[src/rtl/semaforo_pkg.sv]
// Shared definitions for the two-road intersection phase scheduler:
// phase encoding, default timing and the lamp decode.
package semaforo_pkg;

   localparam logic [2:0] F_VERDE_A = 3'd0;
   localparam logic [2:0] F_AMAR_A  = 3'd1;
   localparam logic [2:0] F_ROJO_A  = 3'd2;
   localparam logic [2:0] F_VERDE_B = 3'd3;
   localparam logic [2:0] F_AMAR_B  = 3'd4;
   localparam logic [2:0] F_ROJO_B  = 3'd5;
   localparam logic [2:0] F_PEATON  = 3'd6;

   typedef enum logic [2:0] {
      VERDE_A = F_VERDE_A,
      AMAR_A  = F_AMAR_A,
      ROJO_A  = F_ROJO_A,
      VERDE_B = F_VERDE_B,
      AMAR_B  = F_AMAR_B,
      ROJO_B  = F_ROJO_B,
      PEATON  = F_PEATON
   } fase_t;

   localparam int unsigned CW_DEF          = 4;
   localparam int unsigned T_VERDE_MIN_DEF = 8;
   localparam int unsigned T_AMARILLO_DEF  = 3;
   localparam int unsigned T_TODOROJO_DEF  = 2;
   localparam int unsigned T_PEATON_DEF    = 6;

   typedef struct packed {
      logic verde_a;
      logic amarillo_a;
      logic rojo_a;
      logic verde_b;
      logic amarillo_b;
      logic rojo_b;
      logic paso;
   } lamparas_t;

   // Moore lamp decode: exactly one lamp per road in every phase.
   function automatic lamparas_t decodifica(input fase_t f);
      lamparas_t l;
      l = '0;
      case (f)
         VERDE_A: begin l.verde_a    = 1'b1; l.rojo_b = 1'b1; end
         AMAR_A:  begin l.amarillo_a = 1'b1; l.rojo_b = 1'b1; end
         VERDE_B: begin l.verde_b    = 1'b1; l.rojo_a = 1'b1; end
         AMAR_B:  begin l.amarillo_b = 1'b1; l.rojo_a = 1'b1; end
         PEATON:  begin l.rojo_a = 1'b1; l.rojo_b = 1'b1; l.paso = 1'b1; end
         default: begin l.rojo_a = 1'b1; l.rojo_b = 1'b1; end
      endcase
      return l;
   endfunction

endpackage

[src/rtl/semaforo_arbitro_contador.sv]
// Loadable phase down-counter; saturates at zero and flags it with cero.
module contador_fase #(
   parameter int unsigned CW      = 4,
   parameter int unsigned RST_VAL = 0
) (
   input  logic          clk,
   input  logic          rst,
   input  logic          en,
   input  logic          load,
   input  logic [CW-1:0] valor,
   output logic [CW-1:0] cuenta,
   output logic          cero
);

   logic [CW-1:0] cuenta_sig;

   always_comb begin
      cuenta_sig = cuenta;
      if (en) begin
         if (load)
            cuenta_sig = valor;
         else if (cuenta != '0)
            cuenta_sig = cuenta - CW'(1);
      end
   end

   always_ff @(posedge clk or posedge rst) begin
      if (rst) begin
         cuenta <= CW'(RST_VAL);
         cero   <= (RST_VAL == 0);
      end else begin
         cuenta <= cuenta_sig;
         cero   <= (cuenta_sig == '0);
      end
   end

endmodule

[src/rtl/semaforo_arbitro.sv]
// Two-road intersection phase scheduler with pedestrian walk phase,
// demand latching, rest-in-green and registered lamp outputs.
module semaforo_arbitro
   import semaforo_pkg::*;
#(
   parameter int unsigned CW          = CW_DEF,
   parameter int unsigned T_VERDE_MIN = T_VERDE_MIN_DEF,
   parameter int unsigned T_AMARILLO  = T_AMARILLO_DEF,
   parameter int unsigned T_TODOROJO  = T_TODOROJO_DEF,
   parameter int unsigned T_PEATON    = T_PEATON_DEF
) (
   input  logic          clk,
   input  logic          rst,
   input  logic          enable,
   input  logic          SensorA,
   input  logic          SensorB,
   input  logic          PasoA,
   input  logic          PasoB,
   output logic          VerdeA,
   output logic          AmarilloA,
   output logic          RojoA,
   output logic          VerdeB,
   output logic          AmarilloB,
   output logic          RojoB,
   output logic          paso_peaton,
   output logic [CW-1:0] cuenta,
   output logic [2:0]    fase
);

   localparam int unsigned T_MAX = 32'd1 << CW;
   localparam logic        ULT_A = 1'b0;
   localparam logic        ULT_B = 1'b1;

   // Every phase length must be loadable as T-1 into the CW-bit counter.
   if (T_VERDE_MIN < 1 || T_VERDE_MIN > T_MAX) begin : g_err_verde
      $error("T_VERDE_MIN out of range for CW");
   end
   if (T_AMARILLO < 1 || T_AMARILLO > T_MAX) begin : g_err_amarillo
      $error("T_AMARILLO out of range for CW");
   end
   if (T_TODOROJO < 1 || T_TODOROJO > T_MAX) begin : g_err_todorojo
      $error("T_TODOROJO out of range for CW");
   end
   if (T_PEATON < 1 || T_PEATON > T_MAX) begin : g_err_peaton
      $error("T_PEATON out of range for CW");
   end

   fase_t         estado;
   fase_t         estado_sig;
   logic          dem_a;
   logic          dem_b;
   logic          dem_p;
   logic          ultimo;
   logic          cero;
   logic          carga;
   logic [CW-1:0] valor;
   lamparas_t     lamp;

   // State register.
   always_ff @(posedge clk or posedge rst) begin
      if (rst)
         estado <= VERDE_A;
      else
         estado <= estado_sig;
   end

   // Next phase; only evaluated once the running phase has expired.
   always_comb begin
      estado_sig = estado;
      if (enable && cero) begin
         case (estado)
            VERDE_A: if (dem_b || dem_p) estado_sig = AMAR_A;
            AMAR_A:  estado_sig = ROJO_A;
            ROJO_A:  estado_sig = dem_p ? PEATON : VERDE_B;
            VERDE_B: if (dem_a || dem_p) estado_sig = AMAR_B;
            AMAR_B:  estado_sig = ROJO_B;
            ROJO_B:  estado_sig = dem_p ? PEATON : VERDE_A;
            PEATON: begin
               if (ultimo == ULT_A)
                  estado_sig = dem_b ? VERDE_B : VERDE_A;
               else
                  estado_sig = dem_a ? VERDE_A : VERDE_B;
            end
            default: estado_sig = VERDE_A;
         endcase
      end
   end

   // Every transition changes phase, so a phase change is the reload trigger.
   assign carga = (estado_sig != estado);

   always_comb begin
      valor = CW'(T_VERDE_MIN - 1);
      case (estado_sig)
         AMAR_A, AMAR_B: valor = CW'(T_AMARILLO - 1);
         ROJO_A, ROJO_B: valor = CW'(T_TODOROJO - 1);
         PEATON:         valor = CW'(T_PEATON - 1);
         default:        valor = CW'(T_VERDE_MIN - 1);
      endcase
   end

   contador_fase #(
      .CW      (CW),
      .RST_VAL (T_VERDE_MIN - 1)
   ) u_contador (
      .clk    (clk),
      .rst    (rst),
      .en     (enable),
      .load   (carga),
      .valor  (valor),
      .cuenta (cuenta),
      .cero   (cero)
   );

   // Demand latches keep capturing while frozen; entering the serving phase wins over a new request.
   always_ff @(posedge clk or posedge rst) begin
      if (rst) begin
         dem_a  <= 1'b0;
         dem_b  <= 1'b0;
         dem_p  <= 1'b0;
         ultimo <= ULT_A;
         lamp   <= decodifica(VERDE_A);
      end else begin
         if (estado_sig == VERDE_A && estado != VERDE_A)
            dem_a <= 1'b0;
         else if (SensorA && estado != VERDE_A)
            dem_a <= 1'b1;

         if (estado_sig == VERDE_B && estado != VERDE_B)
            dem_b <= 1'b0;
         else if (SensorB && estado != VERDE_B)
            dem_b <= 1'b1;

         if (estado_sig == PEATON && estado != PEATON)
            dem_p <= 1'b0;
         else if ((PasoA || PasoB) && estado != PEATON)
            dem_p <= 1'b1;

         if (estado == AMAR_A && estado_sig == ROJO_A)
            ultimo <= ULT_A;
         else if (estado == AMAR_B && estado_sig == ROJO_B)
            ultimo <= ULT_B;

         lamp <= decodifica(estado_sig);
      end
   end

   assign fase        = estado;
   assign VerdeA      = lamp.verde_a;
   assign AmarilloA   = lamp.amarillo_a;
   assign RojoA       = lamp.rojo_a;
   assign VerdeB      = lamp.verde_b;
   assign AmarilloB   = lamp.amarillo_b;
   assign RojoB       = lamp.rojo_b;
   assign paso_peaton = lamp.paso;

endmodule

[config.mk]
export PLATFORM = sky130hd
export DESIGN_NAME = semaforo_arbitro
export DESIGN_NICKNAME = d
export VERILOG_FILES = /design/src/rtl/semaforo_pkg.sv /design/src/rtl/semaforo_arbitro_contador.sv /design/src/rtl/semaforo_arbitro.sv
export SDC_FILE = /design/constraint.sdc
export NUM_CORES = 1
export LEC_CHECK = 0
export ABC_AREA = 1
export CORE_ASPECT_RATIO = 0.8
export CORE_UTILIZATION = 35
export CTS_CLUSTER_SIZE = 25
export DETAILED_ROUTE_END_ITERATION = 7
export DONT_BUFFER_PORTS = 1
export PLACE_DENSITY = 0.57
export SETUP_SLACK_MARGIN = 0.5
export SYNTH_ARGS = -nofsm -noshare
export SYNTH_HDL_FRONTEND = slang
export SYNTH_HIERARCHICAL = 1
export SYNTH_SLANG_ARGS = --single-unit
export TNS_END_PERCENT = 10
[constraint.sdc]
create_clock -name clk -period 2.6 [get_ports clk]
set_clock_uncertainty 0.15 [all_clocks]
set_input_delay 0.52 -clock clk [delete_from_list [all_inputs] [get_ports clk]]
set_output_delay 0.52 -clock clk [all_outputs]
set_load 0.02 [all_outputs]
== Yosys cells after proc, flatten, opt, wreduce, memory -nomap -nowiden ==
Index checks and enable logic that the tools add are counted.
Word-level totals
  flip-flop bits (word level): 19
  logic and storage cells: 83
  output and inout bits: 14
  input bits: 7
Operators by class
  reduce and logical (&&, ||, !) cells: 25
  add/sub/neg operators: 1
  equality and inequality tests: 15
  mux-type cells: 28
Operator list (number)
  case mux 3 bit (7 select lines): 1
  equality test 3 bit (second input constant): 6
  two-way mux 1 bit: 15
  two-way mux 3 bit: 5
  equality test 3 x 2 -> 1 bit (second input constant): 4
  two-way mux 4 bit: 3
  logical AND 1 bit: 9
  case mux 3 bit (3 select lines): 1
  nonzero test 2 bit: 4
  OR reduction 2 bit: 4
  equality test 3 x 1 -> 1 bit (second input constant): 2
  logical NOT 3 bit: 2
  two-way mux 2 bit: 3
  logical NOT 4 bit: 1
  nonzero test 4 bit: 1
  subtractor 4 x 1 -> 4 bit (second input constant): 1
  logical OR 1 bit: 3
  inequality test 3 x 2 -> 1 bit (second input constant): 1
  inequality test 3 bit: 1
  inequality test 3 bit (second input constant): 1
  nonzero test 3 bit: 1

== Longest topological paths before layout ==
Gate-level depths: netlist of run 1.
  depth in word-level cells: 10
  mapped depth: 20

== By module ==
Netlist of run 1, hierarchy kept.
Modules (own cells, without submodules)
  semaforo_arbitro: cells each 113, times used 1, seq. area each 352.8 sq um, area an instance 925.9 sq um
  contador_fase: cells each 51, times used 1, seq. area each 128.9 sq um, area an instance 332.8 sq um

== Least setup slack after synthesis of run 1 ==
No wires, ideal clock.
  path type: input -> register
  start: input port enable
  end: register u_contador.cero
  setup time: 0.071 ns
  slack: 0.419 ns
  arrival: 1.960 ns
  cell stages on the path: 13
  required time: 2.379 ns
  buffers on the path: 0
  path through: nand2_1 inv_1 o21ai_0 inv_1 nand2_2 o2111ai_1 inv_2 or2_0 nand2_1 nand2_1 nand2_2 nand2_1 nor2_1
RTL lines
  start, declared: line semaforo_arbitro.sv:14  | input logic enable,
  logical AND 1 bit: line semaforo_arbitro.sv:70  | if (enable && cero) begin
  two-way mux 3 bit: line semaforo_arbitro.sv:70
  inequality test 3 bit: line semaforo_arbitro.sv:90  | assign carga = (estado_sig != estado);
  via carga: line semaforo_arbitro.sv:55  | logic carga;
  two-way mux 4 bit: line semaforo_arbitro_contador.sv:20  | if (load)
  two-way mux 4 bit: line semaforo_arbitro_contador.sv:19  | if (en) begin
  logical NOT 4 bit: line semaforo_arbitro_contador.sv:33  | cero <= (cuenta_sig == '0);
  end signal, assigned: line semaforo_arbitro_contador.sv:30  | cero <= (RST_VAL == 0);
  end signal, assigned: line semaforo_arbitro_contador.sv:33
  end, declared: line semaforo_arbitro_contador.sv:12  | output logic cero
The timed path passes the listed nets, and every way through them passes these cells.
A chain may end at the register's enable or synchronous reset.

== Worst setup path in the final report of run 1 ==
  start: register estado[0], in the netlist fase[0]
  end: register u_contador.cero
RTL lines
  start, declared: line semaforo_arbitro.sv:48  | fase_t estado;
  start signal, assigned: line semaforo_arbitro.sv:64  | estado <= estado_sig;
  equality test 3 bit (tied with other cells): line semaforo_arbitro.sv:71  | case (estado)
  case mux 3 bit (7 select lines): line semaforo_arbitro.sv:71
  two-way mux 3 bit: line semaforo_arbitro.sv:70
  inequality test 3 bit (*): line semaforo_arbitro.sv:90
  via carga: line semaforo_arbitro.sv:55
  two-way mux 4 bit (*): line semaforo_arbitro_contador.sv:20
  two-way mux 4 bit (*): line semaforo_arbitro_contador.sv:19
  logical NOT 4 bit (*): line semaforo_arbitro_contador.sv:33
Mark *: on every way through the listed nets, which the timed path passes. The rest lies on a longest branch.

==> impl_metrics.env, run 1 <==
export IMPL_grt_max_degree=15
export IMPL_synth_area_sq_um=1260
export IMPL_drc=0
export IMPL_hp_class="input pin to asynchronous set/reset pin"
export IMPL_synth_top_family_by_area="simple AND/OR/NAND/NOR gates"
export IMPL_pwr_share_comb=0.600
export IMPL_synth_net_count=172
export IMPL_syn_area_per_cell_sq_um=7.68
export IMPL_placedCellCount=204
export IMPL_start_util=0.368
export IMPL_vias=1054
export IMPL_period_needed_ns=2.22
export IMPL_hold_ws_ns=0.0271
export IMPL_grt_overflow=0
export IMPL_hpwl_um=2020
export IMPL_ys_seq_area_frac=0.383
export IMPL_criticalPathCategory="register to register"
export IMPL_wl_met1_um=1340
export IMPL_synth_top_area_share=0.278
export IMPL_drt_pre_antenna_iters=4
export IMPL_die_w_um=69.0
export IMPL_synth_xor_area_frac=0.00696
export IMPL_cap_violations=0
export IMPL_portBuffers=0
export IMPL_viasPerCell=4.73
export IMPL_p_total_w=0.00238
export IMPL_tns_ns=0
export IMPL_area_delta_synth_final_pct=23.1
export IMPL_dr_wl_met3_um=206
export IMPL_synth_area_mux_share=0
export IMPL_ir_drop_mv=0.542
export IMPL_clock_fmax_ghz=0.451
export IMPL_cts_htree_levels=1
export IMPL_grt_use_total=0.157
export IMPL_p_sw_frac=0.515
export IMPL_path_clk_slew_ns=0.07
export IMPL_async_reset_ff_frac=1.00
export IMPL_ios=21
export IMPL_wl_met2_um=1210
export IMPL_cts_tree="yes"
export IMPL_critPathBufInv=2
export IMPL_worstPathArrival_ns=2.26
export IMPL_ant_nets=0
export IMPL_finalHoldViolCount=0
export IMPL_wirelength_um=2790
export IMPL_core_area_sq_um=3420
export IMPL_fin_nets=190
export IMPL_cp_cell_sequence="buf_6, nand2_2, nor2_1, nand2_1, nand3_2, nand2_4, o2111ai_4, inv_2, or2_0, nand2_1, nand2_1, nand2_2, nand2_1, nor2_1"
export IMPL_core_rowCount=19
export IMPL_die_area_sq_um=3840
export IMPL_clkPwrFrac=0.084
export IMPL_p_switching_w=0.00123
export IMPL_status="complete, no violations"
export IMPL_cts_buffers=3
export IMPL_drive_above_1_share=0.420
export IMPL_cp_slowest_stage_delay_ns=0.55
export IMPL_drv_slew=0
export IMPL_synth_compound_area_share=0.0646
export IMPL_crit_slowest_cell="dfrtp_2"
export IMPL_endpoint_kind="register"
export IMPL_seq_power_share=0.315
export IMPL_synth_top_flop_cell="dfrtp_1"
export IMPL_topRoutingLayerUsed="met4"
export IMPL_synth_common_cells="nand2_1, inv_1, dfrtp_1"
export IMPL_timing_final_crit_share=0.853
export IMPL_yosysWarnings=6
export IMPL_clk_path_buf_depth=2
export IMPL_first_global_vias=1057
export IMPL_ys_top_cells_by_area="dfrtp_1, nand2_1, dfstp_2"
export IMPL_worst_pin_slew_ns=0.516
export IMPL_power_leakage_nw=0.787
export IMPL_die_h_um=55.6
export IMPL_rsz0062_at_grt="true"
export IMPL_synth_adder_area_share=0.00994
export IMPL_first_iter_violations=66
export IMPL_grt_pass1_wl_um=4740
export IMPL_internal_power_w=0.00116
export IMPL_max_slew_margin_rel=0.656
export IMPL_synth_edff_count=0
export IMPL_synth_seq_cells=19
export IMPL_finish_utilization=0.452
export IMPL_synth_top_cell_by_area="dfrtp_1"
export IMPL_gp_congestion=0.867
export IMPL_synth_most_common_cell="nand2_1"
export IMPL_antenna_found_initial=0
export IMPL_cp_data_required_time_ns=2.64
export IMPL_start_kind="register"
export IMPL_yosysUniqueCellTypes=28
export IMPL_finalSetupViolCount=0
export IMPL_synthSimpleGateAreaFrac=0.428
export IMPL_path_delay_family="simple AND/OR/NAND/NOR gates"
export IMPL_p_per_area_nw_per_um2=1540
export IMPL_crit_path_max_fanout=7
export IMPL_num_antenna_cells=0
export IMPL_root_buffer="clkbuf_8"
export IMPL_synthCells=164
export IMPL_cts_sinks=19
export IMPL_crit_top_cell="nand2_1"
export IMPL_clock_latency_ns=0.26
export IMPL_wl_per_cell_um=12.5
export IMPL_layoutNonFillerInstCount=223
==> timing repair <==
item,4_1_cts,5_1_grt
endpoints found under the setup margin,5,5
gates resized for setup,25,2
cloned,0,0
hold endpoints to repair,2,0
buffers inserted,12,2
hold buffers,1,0
pin swaps,14,3
==> worst reg2reg max path: stages (launching register included) <==
cell       delay (ns)
dfrtp_2          0.55
buf_6            0.16
nand2_2          0.05
nor2_1           0.09
nand2_1          0.10
nand3_2          0.11
nand2_4          0.08
o2111ai_4        0.27
inv_2            0.09
or2_0            0.21
nand2_1          0.07
nand2_1          0.05
nand2_2          0.06
nand2_1          0.05
nor2_1           0.08
==> cell families (layout without fill, tap and decap cells) <==
group | count (synthesis) | count (layout)
AOI/OAI and AO/OA | 14 | 14
DFF | 19 | 19
xor gates and xnor gates | 1 | 1
other | 1 | 1
adders and majority gates | 1 | 1
buffers and inverters | 29 | 46
and+or+nand+nor | 99 | 99
==> power groups by stage <==
stage | Clock (W) | Combinational (W) | Sequential [W]
after CTS | 0.000207 | 0.00136 | 0.000749
after global routing | 0.000223 | 0.00158 | 0.000771
after global placement | 0 | 0.00104 | 0.000743
final | 0.000201 | 0.00143 | 0.000751
after detailed placement | 0 | 0.00105 | 0.000744
after floorplan | 0 | 0.000958 | 0.000666
==> layout make-up <==
class	count	area [sq um]
fillers	347	1870
clock buffers	3	41.3
multi-input cells	116	733
inverters	27	111
repair buffers	15	120
well taps	42	52.6
flip-flops and latches	19	485
clock inverters	1	5.00
==> per-layer routing <==
metal / track usage / up-vias
met5: 0 / -
met4: 0.0321 / 0
met3: 0.0562 / 5
met2: 0.240 / 30
met1: 0.214 / 482
li1: - / 537
==> stage by stage <==
step	area [sq um]	worst slack (ns)
floorplan	1270	0.504
global placement	1300	0.320
detailed placement	1300	0.315
CTS	1530	0.411
global route	1550	0.244
finish	1550	0.383
==> state kept, by name (all words and copies together), names as in the netlist <==
name	flops
u_contador/cuenta	4
fase	3
AmarilloA	1
AmarilloB	1
RojoA	1
RojoB	1
VerdeA	1
VerdeB	1
dem_a	1
dem_b	1
dem_p	1
paso_peaton	1
u_contador/cero	1
ultimo	1
==> placed cells by master (no fill, tap or decap), drive strengths merged <==
cell | Yosys | layout
buf | 2 | 14
a21oi | 9 | 9
ha | 1 | 1
dfstp | 5 | 5
dfrtp | 14 | 14
nand3 | 13 | 13
inv | 27 | 27
clkbuf | 0 | 3
dlygate4sd3 | 0 | 1
conb | 1 | 1
clkinv | 0 | 1
nor2 | 23 | 23
xor2 | 1 | 1
nand2 | 58 | 58
nand4 | 1 | 1
or2 | 4 | 4
o21ai | 4 | 4
o2111ai | 1 | 1
==> worst paths after layout <==
check | from | end | slack [ns] | cells past startpoint
setup reg to reg | fase[0] | u_contador/cero | 0.38 | 14
setup / recovery | fase[0] | u_contador/cero | 0.38 | 14
min in group clk | enable | u_contador/cuenta[0] | 0.25 | 3
max in group asynchronous | rst | u_contador/cuenta[1] | 1.62 | 2
hold / removal | rst | paso_peaton | 0.03 | 1
hold reg to reg | dem_a | dem_a | 0.37 | 2
No activity file was read; power rests on OpenSTA's default activity.
==> run 2, diff against run 1 <==
RECOVER_POWER = 50   (was not set)
SYNTH_HIERARCHICAL = not set   (was 1)
==> run 2 against run 1 <==
  * Worst setup slack worse by 0.0011 ns
  * Synthesized area decreased by 2.0%
  * Utilization down 0.69 points
  * Clock-buffer cell count is the same
  * Sequential share of layout area is 2.2 points higher
  * Synthesized cell count increased by 8.5%
  * Largest cell class unchanged
  * Highest routed layer unchanged
==> impl_metrics.env, run 2 <==
export IMPL_status="complete, no violations"
export IMPL_clk_path_buf_depth=2
export IMPL_cap_violations=0
export IMPL_start_util=0.383
export IMPL_portBuffers=0
export IMPL_die_h_um=55.1
export IMPL_yosysUniqueCellTypes=25
export IMPL_ys_seq_area_frac=0.390
export IMPL_criticalPathCategory="register to register"
export IMPL_hp_class="input pin to asynchronous set/reset pin"
export IMPL_period_needed_ns=2.22
export IMPL_grt_use_total=0.162
export IMPL_layout_area_seq_sq_um=482
export IMPL_die_w_um=68.4
export IMPL_drc=0
export IMPL_cts_sinks=19
export IMPL_antenna_found_initial=0
export IMPL_cts_buffers=3
export IMPL_core_area_sq_um=3220
export IMPL_internal_power_w=0.000933
export IMPL_path_clk_slew_ns=0.08
export IMPL_tns_ns=0
export IMPL_grt_overflow=0
export IMPL_finalSetupViolCount=0
export IMPL_largest_reg_flops=4
export IMPL_pre_cts_ws_ns=0.379
export IMPL_core_rowCount=18
export IMPL_final_common_cell="nand2_1"
export IMPL_synth_top_flop_cell="dfrtp_1"
export IMPL_drt_pre_antenna_iters=4
export IMPL_synth_most_common_cell="nand2_1"
export IMPL_ant_nets=0
export IMPL_synth_common_cells="nand2_1, inv_1, nor2_1"
export IMPL_hpwl_um=2090
export IMPL_placed_area_sq_um=1280
export IMPL_synth_net_count=186
export IMPL_largest_register="u_contador.cuenta"
export IMPL_synth_seq_cells=19
export IMPL_seq_power_share=0.349
export IMPL_async_reset_ff_frac=1.00
export IMPL_crit_path_max_fanout=7
export IMPL_power_leakage_nw=0.764
export IMPL_finalInstanceArea_sq_um=1440
export IMPL_ir_drop_mv=0.546
export IMPL_area_delta_synth_final_pct=16.3
export IMPL_multi_input_area_sq_um=669
export IMPL_wl_per_cell_um=12.5
export IMPL_synthCells=178
export IMPL_synth_top_cell_by_area="dfrtp_1"
export IMPL_timing_rr_start="fase[1]"
export IMPL_die_area_sq_um=3770
export IMPL_drive_above_1_share=0.277
export IMPL_endpoint_kind="register"
export IMPL_drv_slew=0
export IMPL_worst_pin_slew_ns=0.709
export IMPL_pwr_share_comb=0.545
export IMPL_viasPerCell=4.86
export IMPL_p_switching_w=0.00102
export IMPL_synth_top_area_share=0.284
export IMPL_synth_edff_count=0
export IMPL_final_cell_mix="nand2_1, inv_1, nor2_1"
export IMPL_p_sw_frac=0.522
export IMPL_cp_data_required_time_ns=2.57
export IMPL_p_total_w=0.00195
export IMPL_hold_ws_ns=0.110
export IMPL_vias=1109
export IMPL_first_iter_violations=77
export IMPL_grt_max_degree=20
export IMPL_num_antenna_cells=0
export IMPL_fin_nets=197
export IMPL_ios=21
export IMPL_rsz0062_at_grt="true"
export IMPL_clock_fmax_ghz=0.451
export IMPL_first_global_vias=957
export IMPL_cts_tree="yes"
export IMPL_gp_congestion=0.838
export IMPL_p_per_area_nw_per_um2=1360
export IMPL_synth_area_sq_um=1230
export IMPL_finalWorstSetupSlack_ns=0.382
export IMPL_wirelength_um=2850
export IMPL_start_kind="register"
export IMPL_syn_area_per_cell_sq_um=6.93
export IMPL_timing_final_crit_share=0.853
export IMPL_ys_top_cells_by_area="dfrtp_1, nand2_1, dfstp_2"
export IMPL_yosysWarnings=0
export IMPL_clkPwrFrac=0.106
export IMPL_clock_latency_ns=0.26
export IMPL_cts_htree_levels=1
export IMPL_num_fill_cells=328
export IMPL_max_slew_margin_rel=0.527
export IMPL_finalHoldViolCount=0
export IMPL_grt_pass1_wl_um=4400
export IMPL_root_buffer="clkbuf_8"
export IMPL_crit_start="fase[1]"
export IMPL_worstPathArrival_ns=2.19
==> run 2: cell types whose count changed after synthesis, moves of 2 or more <==
cell | previous run | this run
nand3_2 | 5 | 2
buf_6 | 2 | 0
nor2_1 | 13 | 21
o21ai_0 | 3 | 7
a21oi_2 | 2 | 0
or2_2 | 2 | 0
inv_1 | 21 | 26
nand2_4 | 6 | 3
nand2_1 | 44 | 47
nor3_1 | 0 | 2
nand3_1 | 8 | 18
nor2_2 | 8 | 2
inv_2 | 4 | 7
==> run 2: timing repair <==
item	4_1_cts	5_1_grt
setup buffers	2	4
pin swaps	1	8
setup endpoints to repair	6	8
gates cloned	0	0
resized for setup	4	16
hold buffers	0	0
==> run 2: path summary, 6_finish.rpt <==
check / endpoint / slack [ns] / cells past startpoint
worst max-delay path: dem_b / 0.38 / 10
min in group clk: u_contador.cuenta[3] / 0.28 / 2
max in group asynchronous: u_contador.cero / 1.73 / 1
worst min-delay path: RojoA / 0.11 / 1
worst min register to register: u_contador.cuenta[2] / 0.44 / 2
worst max register to register: dem_b / 0.38 / 10
==> run 2: final cells by class <==
cell class	instances	area share
well taps	40	0.0349
clock inverters	1	0.00523
inverters	34	0.0924
flip-flops and latches	19	0.336
multi-input cells	124	0.466
clock buffers	3	0.0288
repair buffers	7	0.0366
==> run 2: kinds of logic after synthesis <==
family / share of synthesized area
XOR/XNOR: 0.00710
buffers and inverters: 0.110
AND/OR/NAND/NOR: 0.398
adder cells (fa/ha/maj): 0.0101
AO/OA/AOI/OAI: 0.0852
flip-flops: 0.390
==> run 2: power by group through the flow <==
| stage | sequential (W) | clock (W) | combinational (W) |
|---|---|---|---|
| 2_1_floorplan | 0.000648 | 0 | 0.000745 |
| 3_3_place_gp | 0.000681 | 0 | 0.000899 |
| 3_5_place_dp | 0.000681 | 0 | 0.000899 |
| 4_1_cts | 0.000677 | 0.000216 | 0.000936 |
| 5_1_grt | 0.000700 | 0.000237 | 0.00120 |
| 6_report | 0.000681 | 0.000207 | 0.00106 |
==> run 2: through the flow <==
stage / cells / util
after CTS: 224 / 0.420
after global routing: 228 / 0.446
after global placement: 218 / 0.399
after floorplan: 178 / -
final: 228 / 0.446
after detailed placement: 218 / 0.399
==> run 2: layer usage <==
| metal | GRT usage | vias to the layer above | part of all wire |
|---|---|---|---|
| li1 | - | 570 | - |
| met1 | 0.243 | 490 | 0.48 |
| met2 | 0.227 | 47 | 0.44 |
| met3 | 0.0389 | 2 | 0.073 |
| met4 | 0.0417 | 0 | 0.0035 |
| met5 | 0 | - | 0 |
==> run 2: worst max-delay path, cell delays in order, from the launching register on <==
cell and delay [ns]:
dfrtp_1 0.64, inv_4 0.11, nand2_1 0.10, nor2_2 0.06
nor2_1 0.09, nand3_1 0.11, nand2_2 0.10, nand2_4 0.08
buf_4 0.14, nor3_1 0.36, a21oi_1 0.13
